===== config.mk =====
export PLATFORM = sky130hd
export DESIGN_NAME = mips_run_ctrl
export DESIGN_NICKNAME = d
export VERILOG_FILES = /design/src/rtl/mips_run_ctrl.sv
export SDC_FILE = /design/constraint.sdc
export NUM_CORES = 1
export LEC_CHECK = 0
export CORE_AREA = 8 8 173 126
export DETAILED_ROUTE_END_ITERATION = 8
export DIE_AREA = 0 0 181 134
export GPL_TIMING_DRIVEN = 0
export PLACE_DENSITY_LB_ADDON = 0.2
export SLEW_MARGIN = 20
export SYNTH_ARGS = -nofsm -noshare
export SYNTH_HDL_FRONTEND = slang
export SYNTH_SLANG_ARGS = --single-unit

===== constraint.sdc =====
create_clock -name clk -period 10.4 [get_ports clk]
set_clock_uncertainty 0.05 [all_clocks]
set_input_delay 2.08 -clock clk [delete_from_list [all_inputs] [get_ports clk]]
set_output_delay 2.08 -clock clk [all_outputs]
set_load 0.02 [all_outputs]

===== src/rtl/mips_run_ctrl.sv =====
// Run controller for the MIPS core: sequences core reset, gates the core clock-enable,
// halts on PC breakpoints or a cycle budget, and tracks executed cycles and stores.
module mips_run_ctrl #(
    parameter int unsigned PC_W       = 32,
    parameter int unsigned CNT_W      = 32,
    parameter int unsigned NUM_BP     = 2,
    parameter int unsigned RST_CYCLES = 2,
    parameter int unsigned MAX_CYCLES = 1000,
    localparam int unsigned IDX_W     = (NUM_BP > 1) ? $clog2(NUM_BP) : 1
) (
    input  logic                   clk,
    input  logic                   rst,
    input  logic                   start,
    input  logic [PC_W-1:0]        pc_current,
    input  logic                   we_dm,
    input  logic [31:0]            alu_out,
    input  logic [31:0]            wd_dm,
    input  logic [NUM_BP*PC_W-1:0] bp_addr,
    input  logic [NUM_BP-1:0]      bp_en,
    output logic                   core_rst,
    output logic                   core_clk_en,
    output logic                   busy,
    output logic                   done,
    output logic [1:0]             halt_reason,
    output logic [IDX_W-1:0]       halt_bp_idx,
    output logic [CNT_W-1:0]       cycle_cnt,
    output logic [CNT_W-1:0]       store_cnt,
    output logic [31:0]            last_st_addr,
    output logic [31:0]            last_st_data
);

    localparam int unsigned RC_W = (RST_CYCLES > 1) ? $clog2(RST_CYCLES) : 1;

    localparam logic [1:0] HALT_NONE = 2'b00;
    localparam logic [1:0] HALT_BP   = 2'b01;
    localparam logic [1:0] HALT_TO   = 2'b10;

    typedef enum logic [1:0] {
        IDLE  = 2'd0,
        RESET = 2'd1,
        RUN   = 2'd2,
        DONE  = 2'd3
    } state_t;

    state_t           state;
    state_t           state_nxt;
    logic [RC_W-1:0]  rst_cnt;
    logic             hit;
    logic [IDX_W-1:0] hit_idx;
    logic             timeout;
    logic             start_run;
    logic             rst_last;

    // Breakpoint match; scanning downward lets the lowest hitting index win.
    always_comb begin
        hit     = 1'b0;
        hit_idx = '0;
        for (int i = int'(NUM_BP) - 1; i >= 0; i--) begin
            if (bp_en[i] && (pc_current == bp_addr[i*PC_W +: PC_W])) begin
                hit     = 1'b1;
                hit_idx = IDX_W'(i);
            end
        end
    end

    assign timeout   = (cycle_cnt == CNT_W'(MAX_CYCLES));
    assign start_run = start && ((state == IDLE) || (state == DONE));
    assign rst_last  = (rst_cnt == RC_W'(RST_CYCLES - 1));

    // State register.
    always_ff @(posedge clk or posedge rst) begin
        if (rst) begin
            state <= IDLE;
        end else begin
            state <= state_nxt;
        end
    end

    // Next-state logic.
    always_comb begin
        state_nxt = state;
        case (state)
            IDLE:    if (start) state_nxt = RESET;
            RESET:   if (rst_last) state_nxt = RUN;
            RUN:     if (hit || timeout) state_nxt = DONE;
            DONE:    if (start) state_nxt = RESET;
            default: state_nxt = IDLE;
        endcase
    end

    // Core-facing controls follow state directly so the core sees them in the same cycle.
    always_comb begin
        core_rst    = 1'b0;
        core_clk_en = 1'b0;
        if (rst || (state == RESET)) begin
            core_rst = 1'b1;
        end
        if ((state == RUN) && !hit && !timeout) begin
            core_clk_en = 1'b1;
        end
    end

    // Reset-hold counter, restarted every time RESET is entered.
    always_ff @(posedge clk or posedge rst) begin
        if (rst) begin
            rst_cnt <= '0;
        end else if (state == RESET) begin
            rst_cnt <= rst_cnt + RC_W'(1);
        end else begin
            rst_cnt <= '0;
        end
    end

    // Status flags track the upcoming state.
    always_ff @(posedge clk or posedge rst) begin
        if (rst) begin
            busy <= 1'b0;
            done <= 1'b0;
        end else begin
            busy <= (state_nxt == RESET) || (state_nxt == RUN);
            done <= (state_nxt == DONE);
        end
    end

    // Halt cause; breakpoint takes priority over timeout.
    always_ff @(posedge clk or posedge rst) begin
        if (rst) begin
            halt_reason <= HALT_NONE;
            halt_bp_idx <= '0;
        end else if (start_run) begin
            halt_reason <= HALT_NONE;
            halt_bp_idx <= '0;
        end else if ((state == RUN) && hit) begin
            halt_reason <= HALT_BP;
            halt_bp_idx <= hit_idx;
        end else if ((state == RUN) && timeout) begin
            halt_reason <= HALT_TO;
        end
    end

    // Execution statistics; only cycles the core actually advances are counted.
    always_ff @(posedge clk or posedge rst) begin
        if (rst) begin
            cycle_cnt    <= '0;
            store_cnt    <= '0;
            last_st_addr <= '0;
            last_st_data <= '0;
        end else if (start_run) begin
            cycle_cnt    <= '0;
            store_cnt    <= '0;
            last_st_addr <= '0;
            last_st_data <= '0;
        end else if (core_clk_en) begin
            cycle_cnt <= cycle_cnt + CNT_W'(1);
            if (we_dm) begin
                store_cnt    <= store_cnt + CNT_W'(1);
                last_st_addr <= alu_out;
                last_st_data <= wd_dm;
            end
        end
    end

endmodule


Yosys cells after proc, flatten, opt, wreduce, memory -nomap -nowiden
Index checks and enable logic that the tools add are counted.
- register bits after elaboration: 136
- word-level logic and storage cells: 68
- input port bits: 166
- muxes and demuxes: 26
- reduce and logical (&&, ||, !) cells: 20
- add/sub/neg operators: 3
- equal/unequal tests: 9
- operator list (cell ; number):
    $mux 32 ; 11
    $add 32x1->32 const B ; 2
    $eq 32x32->1 ; 2
    $eq 32x10->1 const B ; 1
    $mux 2 ; 6
    $eq 2x2->1 const B ; 4
    $mux 1 ; 8
    $logic_and 1x1->1 ; 7
    $pmux 2 s3 ; 1
    $reduce_bool 2->1 ; 3
    $eq 2x1->1 const B ; 2
    $logic_or 1x1->1 ; 4
    $reduce_bool 3->1 ; 1
    $logic_not 1->1 ; 2
    $logic_not 2->1 ; 1
    $reduce_and 2->1 ; 1
    $reduce_or 2->1 ; 1
    $add 1x1->1 const B ; 1

Longest topological paths before layout
Gate-level depths: netlist of the first run.
- depth after elaboration: 10
- depth in mapped cells: 12
- depth with buffers taken out: 10

Least setup slack after synthesis of the first run
Ideal clock, no wire load.
- path type: input to output
- start: in rst
- end: out core_rst
- slack: 2677 ps
- stages on the path: 2
- data required time: 8270 ps
- arrival: 5593 ps
- path buffers: 0
- cell sequence: inv_1 -> nand2_1
- longest elaborated chain between the ends: 2
- ends and longest elaborated chain (what ; line ; RTL):
    start: declaration ; 12 ; input logic rst,
    $logic_or 1x1->1 ; 95 ; if (rst || (state == RESET)) begin
    $mux 1 ; 95 ;
    end: declaration ; 20 ; output logic core_rst,
Every way passes these cells.

Worst setup path in the final report of the first run
- start: in pc_current[2]
- end: out core_clk_en
- longest elaborated chain between the ends: 8
- ends and longest elaborated chain (what ; line ; RTL):
    start: declaration ; 14 ; input logic [PC_W-1:0] pc_current,
    $eq 32x32->1 ; 59 ; if (bp_en[i] && (pc_current == bp_addr[i*PC_W +: PC_W])) begin
    $logic_and 1x1->1 ; 59 ;
    $mux 1 ; 59 ;
    $mux 1 (*) ; 59 ;
    $logic_not 1->1 (*) ; 98 ; if ((state == RUN) && !hit && !timeout) begin
    $logic_and 1x1->1 (*) (2 in series) ; 98 ;
    $mux 1 (*) ; 98 ;
    end: declaration ; 21 ; output logic core_clk_en,
Mark *: on every way between the ends. The rest lies on a longest branch, timed or not.

==> impl.org, run 1 <==
** Power
- Lkg Pwr :: 0.004579 uW
- Power spread over the standard cell area amounts to 202.3 nW/um^2.
- VDD sags by at most 0.0001311 V.

** Global routing
- First-pass GRT wire length :: 43.31 mm
- Vias in the first global route :: 7605
- Entering global routing, the biggest net connects 72 pins.
- met2 is the most crowded layer.
- Across every metal layer, demand over resource in global routing totals 22.31%.
- Summed over all layers, the global routing overflow is 0.
- For met3 alone, demand over resource in global routing was 6.755%.
- Met1 Resource Use GR :: 28.88%
- Fraction of met2 tracks used by global routing :: 36.09%
- The initial antenna violation count is 0.

** Setup path
- Counting cells, the worst reg-to-reg path comes to 12.
- R2R Setup Slk :: 7.29 ns
- Category of the most critical setup path :: in2out
- Startpoint Class :: input port
- Worst stage delay on the critical path :: 0.57 ns
- For the worst setup path, the data required time is 8.27 ns.
- WP data arrival :: 4.87 ns
- Among all stages on the critical path, the largest delay is contributed by sky130_fd_sc_hd__clkdlybuf4s50_1.
- CP dominant cell by count :: sky130_fd_sc_hd__clkdlybuf4s50_1
- The worst setup path is captured at an output pin.
- Peak fanout along the critical path :: 10
- In this run the critical register-to-register path is captured at last_st_addr[17].
- Worst reg2reg startpoint :: cycle_cnt[1]
- Cells along the critical path :: clkdlybuf4s50_1 -> xnor2_1 -> nand4_1 -> or3b_1 -> or3_1 -> nand3_2 -> inv_2 -> buf_2 -> clkdlybuf4s50_1
- Tracing the worst setup path back leads to its startpoint at pc_current[2].

** Placement
- Gpl congestion :: 0.8209
- I/O Buffers :: 300
- Total half-perimeter wirelength after legalization and detailed placement :: 21.24 mm
- After detailed placement, the design holds a cell count of 1389.

** STA
- The worst pin sits at a relative slew slack of 54.33%.
- Counting I/O delays and the setup requirement, the final critical path takes 7.002 ns.
- Setup TNS :: 0 ns
- Upper clock frequency limit :: 142.8 MHz
- Number of endpoints with negative hold slack in the final report :: 0
- Share of the cycle needed by the critical path after routing :: 67.32%
- At the pin with the least slew margin, the transition time is 0.6850 ns.
- Unrepaired setup endpoints after global routing :: false
- Setup violations remaining at the end of the flow were counted as 0.
- Hold is met by 0.3692 ns.
- The max-slew violation count came to 0.

** Floorplanning
- FP Rows :: 43
- The die is 134 microns tall.
- Initial standard-cell utilization of the core :: 38.68%
- The floorplan step defined a die boundary enclosing 24250 sq um.
- The core region is 19260 sq um.
- In this run the count of I/O pins placed on the die edge is 301.
- Die W :: 181 microns

** Finish
- Number of nets in the final layout :: 1333
- N_diodes :: 0
- The area growth from synthesis to layout is 52.48%.
- Of the cells placed in the final design, the portion with a size suffix greater than 1 is 5.281%.
- Filler cell count in the final layout :: 1781
- Final std cells w/o fill :: 1421

** CTS
- Root buffer cell :: sky130_fd_sc_hd__clkbuf_16
- Clock tree from TritonCTS :: done
- The number of hold buffers added after CTS was 0.
- At the later pin of the worst-skew pair, clock insertion delay measures 0.42 ns.
- H-Tree Depth :: 4
- In this run, post-CTS repair resized a total of 0 instances.
- CTS saw 136 sinks.
- No sink is reached through more buffers than the 2 on the longest clock path.
- After clock tree synthesis, the clock-pin slew on the worst setup and hold paths is 0.06 ns.
- Post-CTS setup repair buffer count :: 0
- Counting the buffers created by CTS gives 17.

** Drt
- Total via count in the routed design :: 7632
- In the routed layout, each cell is associated on average with a via count of 5.371.
- The routed design has 27.48 mm of wire.
- Initial DRT Pass Iterations :: 5
- Antenna-violating nets left :: 0
- Routed wire length per instance :: 19.34 microns
- Residual DRC count :: 0
- Violation count after the first detailed-route iteration :: 541

** Synthesis
- Share of flip-flops with an asynchronous set or reset :: 100.0%
- Synth warn :: 0
- The mapped netlist covers 7451 sq um.
- The cell count after synthesis came out at 841.
- Register bit count reported by yosys :: 136
- Net count after synthesis :: 1013
- The most used flip-flop cell after synthesis is sky130_fd_sc_hd__dfrtp_1.
- Averaged over all synthesized cells, the footprint is 8.860 sq um.
- Proportion of synthesized chip area in sequential cells :: 45.68%
- Post-synth EDFFs :: 0
- Count of different cell masters after synthesis :: 44

** Min path
- Hold Crit Endpoint :: rst_cnt
- The worst hold path begins at rst_cnt.
- Worst hold path cell count :: 1
- The tightest min-delay check is of the reg2reg type.

** Outcome
- The flow ran to the end, and the final reports show no timing, DRC or antenna violations.

** Flow run
- Max capacitance violation total :: 0
## stage by stage
step / power [uW] / setup WS (ns) / utilization [%] / instance area (sq um)
after floorplan: 1230 / 2.677 / - / 7451
after global placement: 1716 / 0.8610 / 55.88 / 10760
after detailed placement: 1730 / 3.413 / 56.06 / 10800
after CTS: 2320 / 3.403 / 58.98 / 11360
after global routing: 2429 / 3.295 / 58.98 / 11360
final: 2299 / 3.398 / 58.98 / 11360
## power breakdown
| part | total [uW] | internal, uW | leakage (uW) | switching [uW] |
|---|---|---|---|---|
| Combinational | 999 | 393 | 0.00245 | 606 |
| Sequential | 718 | 645 | 0.00187 | 72.5 |
| Clock | 582 | 324 | 0.000262 | 258 |
| Total | 2300 | 1360 | 0.00458 | 937 |
## logic make-up after synthesis
family,Yosys count,synth area share [%]
muxes,12,1.612
AOI/OAI and AO/OA,167,12.12
and+or+nand+nor,388,27.32
adders and majority gates,6,1.008
DFF,136,45.68
buffers and inverters,66,4.500
xor gates and xnor gates,66,7.758
## worst max path at each step
stage	cells past startpoint	endpoint	slack, ns
floorplan	2	core_rst	2.68
global placement	4	core_rst	0.86
detailed placement	9	core_clk_en	3.41
CTS	9	core_clk_en	3.40
global route	9	core_clk_en	3.30
finish	9	core_clk_en	3.40
## cells in the final DEF (no fill, tap or decap), types with 4 or more instances in the layout
| master | netlist | final |
|---|---|---|
| sky130_fd_sc_hd__clkdlybuf4s50_1 | 0 | 300 |
| sky130_fd_sc_hd__dfrtp_1 | 136 | 136 |
| sky130_fd_sc_hd__nand3_1 | 109 | 109 |
| sky130_fd_sc_hd__nand2_1 | 108 | 108 |
| sky130_fd_sc_hd__o21ai_0 | 77 | 77 |
| sky130_fd_sc_hd__a21oi_1 | 46 | 46 |
| sky130_fd_sc_hd__xor2_1 | 34 | 34 |
| sky130_fd_sc_hd__clkbuf_1 | 34 | 34 |
| sky130_fd_sc_hd__or3_1 | 32 | 32 |
| sky130_fd_sc_hd__xnor2_1 | 32 | 32 |
| sky130_fd_sc_hd__nand4_1 | 23 | 23 |
| sky130_fd_sc_hd__nor4_1 | 21 | 21 |
| sky130_fd_sc_hd__nor2_1 | 20 | 20 |
| sky130_fd_sc_hd__o21ai_1 | 19 | 19 |
| sky130_fd_sc_hd__clkbuf_16 | 0 | 17 |
| sky130_fd_sc_hd__or4_1 | 16 | 16 |
| sky130_fd_sc_hd__o31ai_1 | 13 | 13 |
| sky130_fd_sc_hd__nand2b_1 | 12 | 12 |
| sky130_fd_sc_hd__mux2i_1 | 12 | 12 |
| sky130_fd_sc_hd__and3_1 | 12 | 12 |
| sky130_fd_sc_hd__inv_1 | 12 | 11 |
| sky130_fd_sc_hd__buf_6 | 9 | 9 |
| sky130_fd_sc_hd__and4_1 | 8 | 8 |
| sky130_fd_sc_hd__nor3_1 | 6 | 6 |
| sky130_fd_sc_hd__buf_2 | 6 | 6 |
| sky130_fd_sc_hd__ha_1 | 6 | 6 |
| sky130_fd_sc_hd__inv_6 | 0 | 5 |
| sky130_fd_sc_hd__clkinvlp_4 | 0 | 5 |
| sky130_fd_sc_hd__and2_1 | 4 | 4 |
| sky130_fd_sc_hd__o211ai_1 | 4 | 4 |
## flip-flops by register name, summed over array words and instances (netlist names), 2 cells and up
register	cells
store_cnt	32
cycle_cnt	32
last_st_data	32
last_st_addr	32
halt_reason	2
state	2
## critical path: cells and delay by family
kind | cells | cell delay [ns]
buffers and inverters | 4 | 1.36
AND/OR/NAND/NOR | 4 | 1.18
XOR/XNOR | 1 | 0.25
## metal layers
| metal | up-vias | wire, microns | share of wire (%) |
|---|---|---|---|
| met5 | - | 0 | 0 |
| met4 | 0 | 416 | 1.5 |
| met3 | 33 | 2164 | 7.9 |
| met2 | 284 | 12870 | 47 |
| met1 | 3646 | 12030 | 44 |
| li1 | 3669 | - | - |
## synthesized netlist by cell type (8+ instances only)
| cell type | count | area, sq um |
|---|---|---|
| sky130_fd_sc_hd__nor2_1 | 20 | 75.07 |
| sky130_fd_sc_hd__o31ai_1 | 13 | 97.59 |
| sky130_fd_sc_hd__nand2_1 | 108 | 405.4 |
| sky130_fd_sc_hd__o21ai_0 | 77 | 385.4 |
| sky130_fd_sc_hd__inv_1 | 12 | 45.04 |
| sky130_fd_sc_hd__nand4_1 | 23 | 143.9 |
| sky130_fd_sc_hd__buf_6 | 9 | 101.4 |
| sky130_fd_sc_hd__or3_1 | 32 | 200.2 |
| sky130_fd_sc_hd__and4_1 | 8 | 70.07 |
| sky130_fd_sc_hd__or4_1 | 16 | 120.1 |
| sky130_fd_sc_hd__a21oi_1 | 46 | 230.2 |
| sky130_fd_sc_hd__xor2_1 | 34 | 297.8 |
| sky130_fd_sc_hd__xnor2_1 | 32 | 280.3 |
| sky130_fd_sc_hd__mux2i_1 | 12 | 120.1 |
| sky130_fd_sc_hd__clkbuf_1 | 34 | 127.6 |
| sky130_fd_sc_hd__nand2b_1 | 12 | 75.07 |
| sky130_fd_sc_hd__dfrtp_1 | 136 | 3403 |
| sky130_fd_sc_hd__o21ai_1 | 19 | 95.09 |
| sky130_fd_sc_hd__nor4_1 | 21 | 131.4 |
| sky130_fd_sc_hd__and3_1 | 12 | 75.07 |
| sky130_fd_sc_hd__nand3_1 | 109 | 545.5 |
## final cells by class
cell class | instances | area, sq um | area share (%)
Tap cell | 247 | 309.0 | 2.720
Sequential cell | 136 | 3403 | 29.96
Buffer | 53 | 286.5 | 2.522
Inverter | 13 | 56.30 | 0.4956
Timing Repair Buffer | 301 | 3030 | 26.67
Clock inverter | 13 | 110.1 | 0.9692
Multi-Input combinational cell | 639 | 3712 | 32.68
Clock buffer | 19 | 452.9 | 3.987
(Power assumes the default switching activity.)
==> run 2: changes to the inputs <==
Clock period 10.4 ns to 5.75 ns, I/O delays scaled along.
==> impl.org, run 2 (same netlist as run 1, synthesis figures left out) <==
** Min path
- Worst hold path cell count :: 1 (unchanged)
- For hold timing, the worst endpoint is rst_cnt.
- The worst hold path belongs to the class reg2reg.
- Startpoint of the worst hold path :: rst_cnt

** Flow run
- The count of maximum capacitance violations is 0 (unchanged).

** CTS
- Post-CTS setup repair buffer count :: 0 (unchanged)
- TritonCTS built the clock tree.
- Clock latency reported for the late side of the worst-skew pair :: 0.42 ns (about the same)
- The count of cells resized by post-cts repair is 0 (unchanged).
- The number of clock buffers inserted by TritonCTS was 17 (unchanged).
- The number of hold buffers added after CTS is 0 (unchanged).
- Root buffer cell :: sky130_fd_sc_hd__clkbuf_16
- CTS Buffer Depth :: 2 (unchanged)
- H-Tree Depth :: 4 (unchanged)
- CTS sink count :: 136 (unchanged)
- Clock-pin slew reported for the worst setup and hold paths after clock tree synthesis :: 0.06 ns (about the same)

** Drt
- Via density :: 5.447 (+1.4%)
- Total via count in the routed design :: 7756 (+1.6%)
- Violation count after the first detailed-route iteration :: 506 (-6.5%)
- Initial DRT Pass Iterations :: 5 (unchanged)
- The number of DRC violations after detailed routing is 0 (unchanged).
- The count of antenna-violating nets left after detailed routing is 0 (unchanged).
- The final wirelength was 27.69 mm (+0.77%).
- Routed wire length per instance :: 19.45 microns (+0.56%)

** Global routing
- The maximum number of pins on one net before global-route repair is 34 (-53%).
- Vias in the first global route :: 7777 (+2.3%)
- Combined global-route utilization of all metal layers :: 22.69% (+0.38 points)
- The remaining global-route overflow is 0 (unchanged).
- The initial antenna violation count is 1 (+1).
- First-pass GRT wire length :: 43.82 mm (+1.2%)

** STA
- Upper clock frequency limit :: 194.4 MHz
- The smallest clock period supported by the final layout is computed as 5.144 ns.
- Share of the cycle needed by the critical path after routing :: 89.46%
- Max-slew violations :: 0 (unchanged)
- The count of endpoints failing setup in the final report was 0 (unchanged).
- The worst relative slew slack came to 53.57% (-0.76 points).
- Actual slew at the worst max-slew pin :: 0.6875 ns (+0.002465 ns)
- Setup repair after global routing left no endpoint under its margin.
- The setup TNS after final layout came to 0 ns (unchanged).
- The number of hold-slack violations in the final timing report was 0 (unchanged).

** Placement
- Gpl congestion :: 0.8350 (+1.7%)
- Post-DP Area :: 10850 sq um (+0.45%)
- The quantity of I/O buffers inserted on ports came to 300 (unchanged).
- The final HPWL from detailed placement came to 21.74 mm (+2.4%).

** Floorplanning
- Initial standard-cell utilization of the core :: 38.68% (unchanged)
- Die Outline Area :: 24250 sq um (unchanged)
- Num ports :: 301 (unchanged)
- The die boundary height was 134 microns (unchanged).
- FP Rows :: 43 (unchanged)
- The die width is 181 microns (unchanged).
- Area of the placeable core :: 19260 sq um (unchanged)

** Finish
- The ratio of cells with drive above 1 in the final layout was 5.438% (+0.16 points).
- In the layout the commonest cells are 300 x sky130_fd_sc_hd__clkdlybuf4s50_1, 136 x sky130_fd_sc_hd__dfrtp_1, 109 x sky130_fd_sc_hd__nand3_1.
- Area added between synthesis and finish :: 53.67%
- Filler cell count in the final layout :: 1748 (-1.9%)
- The final cell area excluding filler cells was 11450 sq um (+0.78%).
- The diode insertion count for antenna repair came to 0 (unchanged).
- Number of nets in the final layout :: 1336 (+0.23%)
- Commonest non-fill, non-tap cell in the layout :: sky130_fd_sc_hd__clkdlybuf4s50_1

** Power
- The power per unit of standard cell area is 370.8 nW/um^2 (+83%).
- Final total power :: 4246 uW (+85%)
- The reported leakage power was 0.004625 uW (+1.0%).
- The peak ir drop on the vdd network came to 0.0002046 V (+56%).

** Setup path
- Category of the most critical setup path :: in2out
- CP Data Required Time :: 4.55 ns (-3.72 ns)
- Peak fanout along the critical path :: 10 (unchanged)
- The endpoint identified for the worst register-to-register timing path is last_st_addr[24].
- WP data arrival :: 3.94 ns (-0.93 ns)
- Startpoint Class :: input port
- The internal reg-to-reg setup slack came to 2.75 ns (-4.54 ns).
- The number of cells traversed by the worst register-to-register path came to 12 (unchanged).
- Worst setup EP type :: output pin
- The startpoint identified for the worst register-to-register timing path is cycle_cnt[1].

** Outcome
- The flow ran to the end, and the final reports show no timing, DRC or antenna violations.
## run 2: how the worst max path moves through the flow
stage | start | endpoint | slack, ns | cells past startpoint
floorplan | rst | core_rst | 0.86 | 2
global placement | rst | core_rst | -0.89 | 4
detailed placement | pc_current[15] | core_clk_en | 0.61 | 9
CTS | pc_current[15] | core_clk_en | 0.61 | 9
global route | pc_current[2] | core_clk_en | 0.45 | 9
finish | pc_current[2] | core_clk_en | 0.61 | 9
## run 2: final cells by class
cell class,instances,area (sq um),area share [%]
clock inverters,14,173.9,1.519
well taps,247,309.0,2.699
plain buffers,53,286.5,2.502
multi-input cells,639,3712,32.42
flip-flops and latches,136,3403,29.72
clock buffers,18,429.2,3.748
repair buffers,304,3083,26.93
inverters,13,52.55,0.4590
## run 2: metal layers
metal | up-vias | wire length [microns] | GRT usage (%)
met4 | 0 | 621 | 7.629
met3 | 43 | 2542 | 7.836
li1 | 3669 | - | -
met5 | - | 0 | 0
met1 | 3714 | 11670 | 28.53
met2 | 330 | 12860 | 36.12
## run 2: through the flow
| step | cells | utilization (%) | hold WS (ns) | setup WS [ns] |
|---|---|---|---|---|
| after CTS | 1424 | 59.45 | 0.3697 | 0.6097 |
| final | 1424 | 59.45 | 0.3701 | 0.6060 |
| after detailed placement | 1392 | 56.31 | 0.3619 | 0.6050 |
| after floorplan | 841 | - | 0.3453 | 0.8618 |
| after global routing | 1424 | 59.45 | 0.3881 | 0.4483 |
| after global placement | 1388 | 55.90 | 0.3628 | -0.8947 |
## run 2: worst max-delay path, stage by stage
cell and delay [ns]:
sky130_fd_sc_hd__clkdlybuf4s50_1 0.45, sky130_fd_sc_hd__xnor2_1 0.24, sky130_fd_sc_hd__nand4_1 0.14, sky130_fd_sc_hd__or3b_1 0.37
sky130_fd_sc_hd__or3_1 0.41, sky130_fd_sc_hd__nand3_2 0.26, sky130_fd_sc_hd__inv_2 0.12, sky130_fd_sc_hd__buf_2 0.23
sky130_fd_sc_hd__clkdlybuf4s50_1 0.57
## run 2: where the power goes
group / internal, uW / switching, uW / leakage (uW)
clock network: 687 / 449 / 0.000289
logic: 714 / 1100 / 0.00247
registers: 1170 / 129 / 0.00187
==> run 3: changes to the inputs <==
Settings changed: MAX_ROUTING_LAYER set to met4.
==> impl.org, run 3 (same netlist as run 1, synthesis figures left out) <==
** Drt
- The count of antenna-violating nets left after detailed routing is 0 (unchanged).
- The number of DRC violations after detailed routing came to 0 (unchanged).
- Via density :: 5.419 (-0.50%)
- Routed wire length per instance :: 19.49 microns (+0.23%)
- Total via count in the routed design :: 7717 (-0.50%)
- Initial DRT Pass Iterations :: 5 (unchanged)
- Violation count after the first detailed-route iteration :: 441 (-13%)
- Final wirelength :: 27.76 mm (+0.23%)

** Setup path
- Category of the most critical setup path :: in2out
- The data arrival time of the critical path was 3.94 ns (about the same).
- The worst setup path is captured at an output pin.
- The number of cells traversed by the worst register-to-register path was 12 (unchanged).
- The critical path's largest stage delay is 0.66 ns (+0.09 ns).
- Kind of cell with the highest combined delay on the critical path :: buffers and inverters
- CP Data Required Time :: 4.55 ns (about the same)
- Cells along the critical path :: clkdlybuf4s50_1 -> xor2_1 -> nor4_1 -> nand4_1 -> or3_1 -> nand3_2 -> inv_2 -> buf_2 -> clkdlybuf4s50_1
- Startpoint Class :: input port
- By instance count, the cell type seen most on the critical path is sky130_fd_sc_hd__clkdlybuf4s50_1.
- For this design, the slowest cell found on the critical path is sky130_fd_sc_hd__clkdlybuf4s50_1.
- The number of logic stages on the critical path including buffering came to 9 (unchanged).
- Number of buffer and inverter instances along the worst setup path :: 4 (unchanged)
- The critical-path maximum fanout was 10 (unchanged).

** CTS
- CTS sink count :: 136 (unchanged)
- The setup fix buffers added after clock tree synthesis was 0 (unchanged).
- # resized after CTS :: 0 (unchanged)
- H-Tree Depth :: 4 (unchanged)
- Clock latency reported for the late side of the worst-skew pair :: 0.42 ns (about the same)
- CTS Buffer Depth :: 2 (unchanged)
- The clock slew seen by the registers of the worst setup and hold paths was 0.06 ns (about the same).
- TritonCTS built the clock tree.
- The number of clock buffers inserted by TritonCTS was 17 (unchanged).
- The root buffer cell chosen for the clock tree is sky130_fd_sc_hd__clkbuf_16.
- The number of hold buffers added after CTS is 0 (unchanged).

** Floorplanning
- The area of the core came to 19260 sq um (unchanged).
- Die W :: 181 microns (unchanged)
- The effective utilization at floorplan came to 38.68% (unchanged).
- The overall die area was 24250 sq um (unchanged).
- Height of the chip :: 134 microns (unchanged)
- The number of top-level pins came to 301 (unchanged).
- FP Rows :: 43 (unchanged)

** STA
- Final count of negative-setup-slack endpoints :: 0 (unchanged)
- The timing-limited maximum frequency was 194.5 MHz (about the same).
- Rel. slew slack :: 50.85% (-2.7 points)
- The number of hold-slack violations in the final timing report came to 0 (unchanged).
- The worst hold slack across all endpoints came to 0.3688 ns (-0.001267 ns).
- Setup TNS :: 0 ns (unchanged)
- Time the worst path needs with I/O delays and setup :: 5.141 ns (-0.003088 ns)
- The max-slew violation count was 0 (unchanged).
- The actual transition at the worst max-transition pin is 0.7317 ns (+0.04421 ns).
- Share of the cycle needed by the critical path after routing :: 89.41% (about the same)
- Unrepaired setup endpoints after global routing :: false

** Min path
- Worst hold path cell count :: 1 (unchanged)
- The min-delay analysis places its worst path in the category reg2reg.

** Finish
- Commonest non-fill, non-tap cell in the layout :: sky130_fd_sc_hd__clkdlybuf4s50_1
- In the layout the commonest cells are 300 x sky130_fd_sc_hd__clkdlybuf4s50_1, 136 x sky130_fd_sc_hd__dfrtp_1, 109 x sky130_fd_sc_hd__nand3_1.
- Area added between synthesis and finish :: 53.67% (unchanged)
- N_diodes :: 0 (unchanged)
- The final cell area excluding filler cells came to 11450 sq um (unchanged).
- Layout cells sized above 1 :: 5.438% (unchanged)
- The layout filler cell count was 1748 (unchanged).
- The post-layout net count came to 1336 (unchanged).
- The final design utilization is 59.45% (unchanged).

** Global routing
- The remaining global-route overflow was 0 (unchanged).
- The total routing resource utilization after global routing is 23.31% (+0.62 points).
- The via count of the first global-routing pass was 7812 (+0.45%).
- Number of antenna violations at the first check in global routing :: 1 (unchanged)
- Maximum number of pins on one net before global-route repair :: 34 (unchanged)
- The first-pass GRT wire length was 43.67 mm (-0.34%).

** Placement
- The area of placed instances is 10850 sq um (unchanged).
- I/O Buffers :: 300 (unchanged)
- The weighted congestion at the end of routability-driven global placement came to 0.8478 (+1.5%).
- The final HPWL from detailed placement came to 21.74 mm (unchanged).

** Outcome
- The flow ran to the end, and the final reports show no timing, DRC or antenna violations.

** Flow run
- Max capacitance violation total :: 0 (unchanged)

** Power
- Lkg Pwr :: 0.004625 uW (unchanged)
- Cell area power density :: 371.2 nW/um^2 (+0.12%)
- The peak ir drop on the vdd network was 0.0002056 V (+0.46%).
## run 3: layout make-up
class | count | area, sq um | area share (%)
multi-input combinational | 639 | 3712 | 32.42
sequential | 136 | 3403 | 29.72
clock buffer | 18 | 429.2 | 3.748
timing repair buffer | 304 | 3083 | 26.93
inverter | 13 | 52.55 | 0.4590
clock inverter | 14 | 173.9 | 1.519
tap | 247 | 309.0 | 2.699
buffer | 53 | 286.5 | 2.502
## run 3: routing by layer
layer | GRT usage [%] | share of wire (%) | vias up
met5 | - | 0 | -
met4 | 7.629 | 2.2 | 0
met3 | 7.349 | 8.0 | 45
met2 | 36.14 | 46 | 308
met1 | 28.74 | 43 | 3696
li1 | - | - | 3668
## run 3: path summary, 6_finish.rpt
check / slack [ns] / startpoint / endpoint
hold / removal: 0.37 / rst_cnt / rst_cnt
setup / recovery: 0.61 / pc_current[15] / core_clk_en
max in group asynchronous: 3.84 / rst / last_st_addr[17]
setup reg to reg: 2.70 / cycle_cnt[1] / last_st_data[11]
hold reg to reg: 0.37 / rst_cnt / rst_cnt
min in group asynchronous: 1.07 / rst / last_st_data[16]
## run 3: where the power goes
group	internal (uW)	switching [uW]
Sequential	1170	130
Clock	687	451
Combinational	714	1100
Total	2570	1680
## run 3: metrics by stage
stage               std cells  setup WS (ns)  total power (uW)
global route             1424         0.4483              4483
global placement         1388        -0.8947              3101
finish                   1424         0.6091              4251
detailed placement       1392         0.6050              3134
CTS                      1424         0.6097              4280
floorplan                 841         0.8618              2224
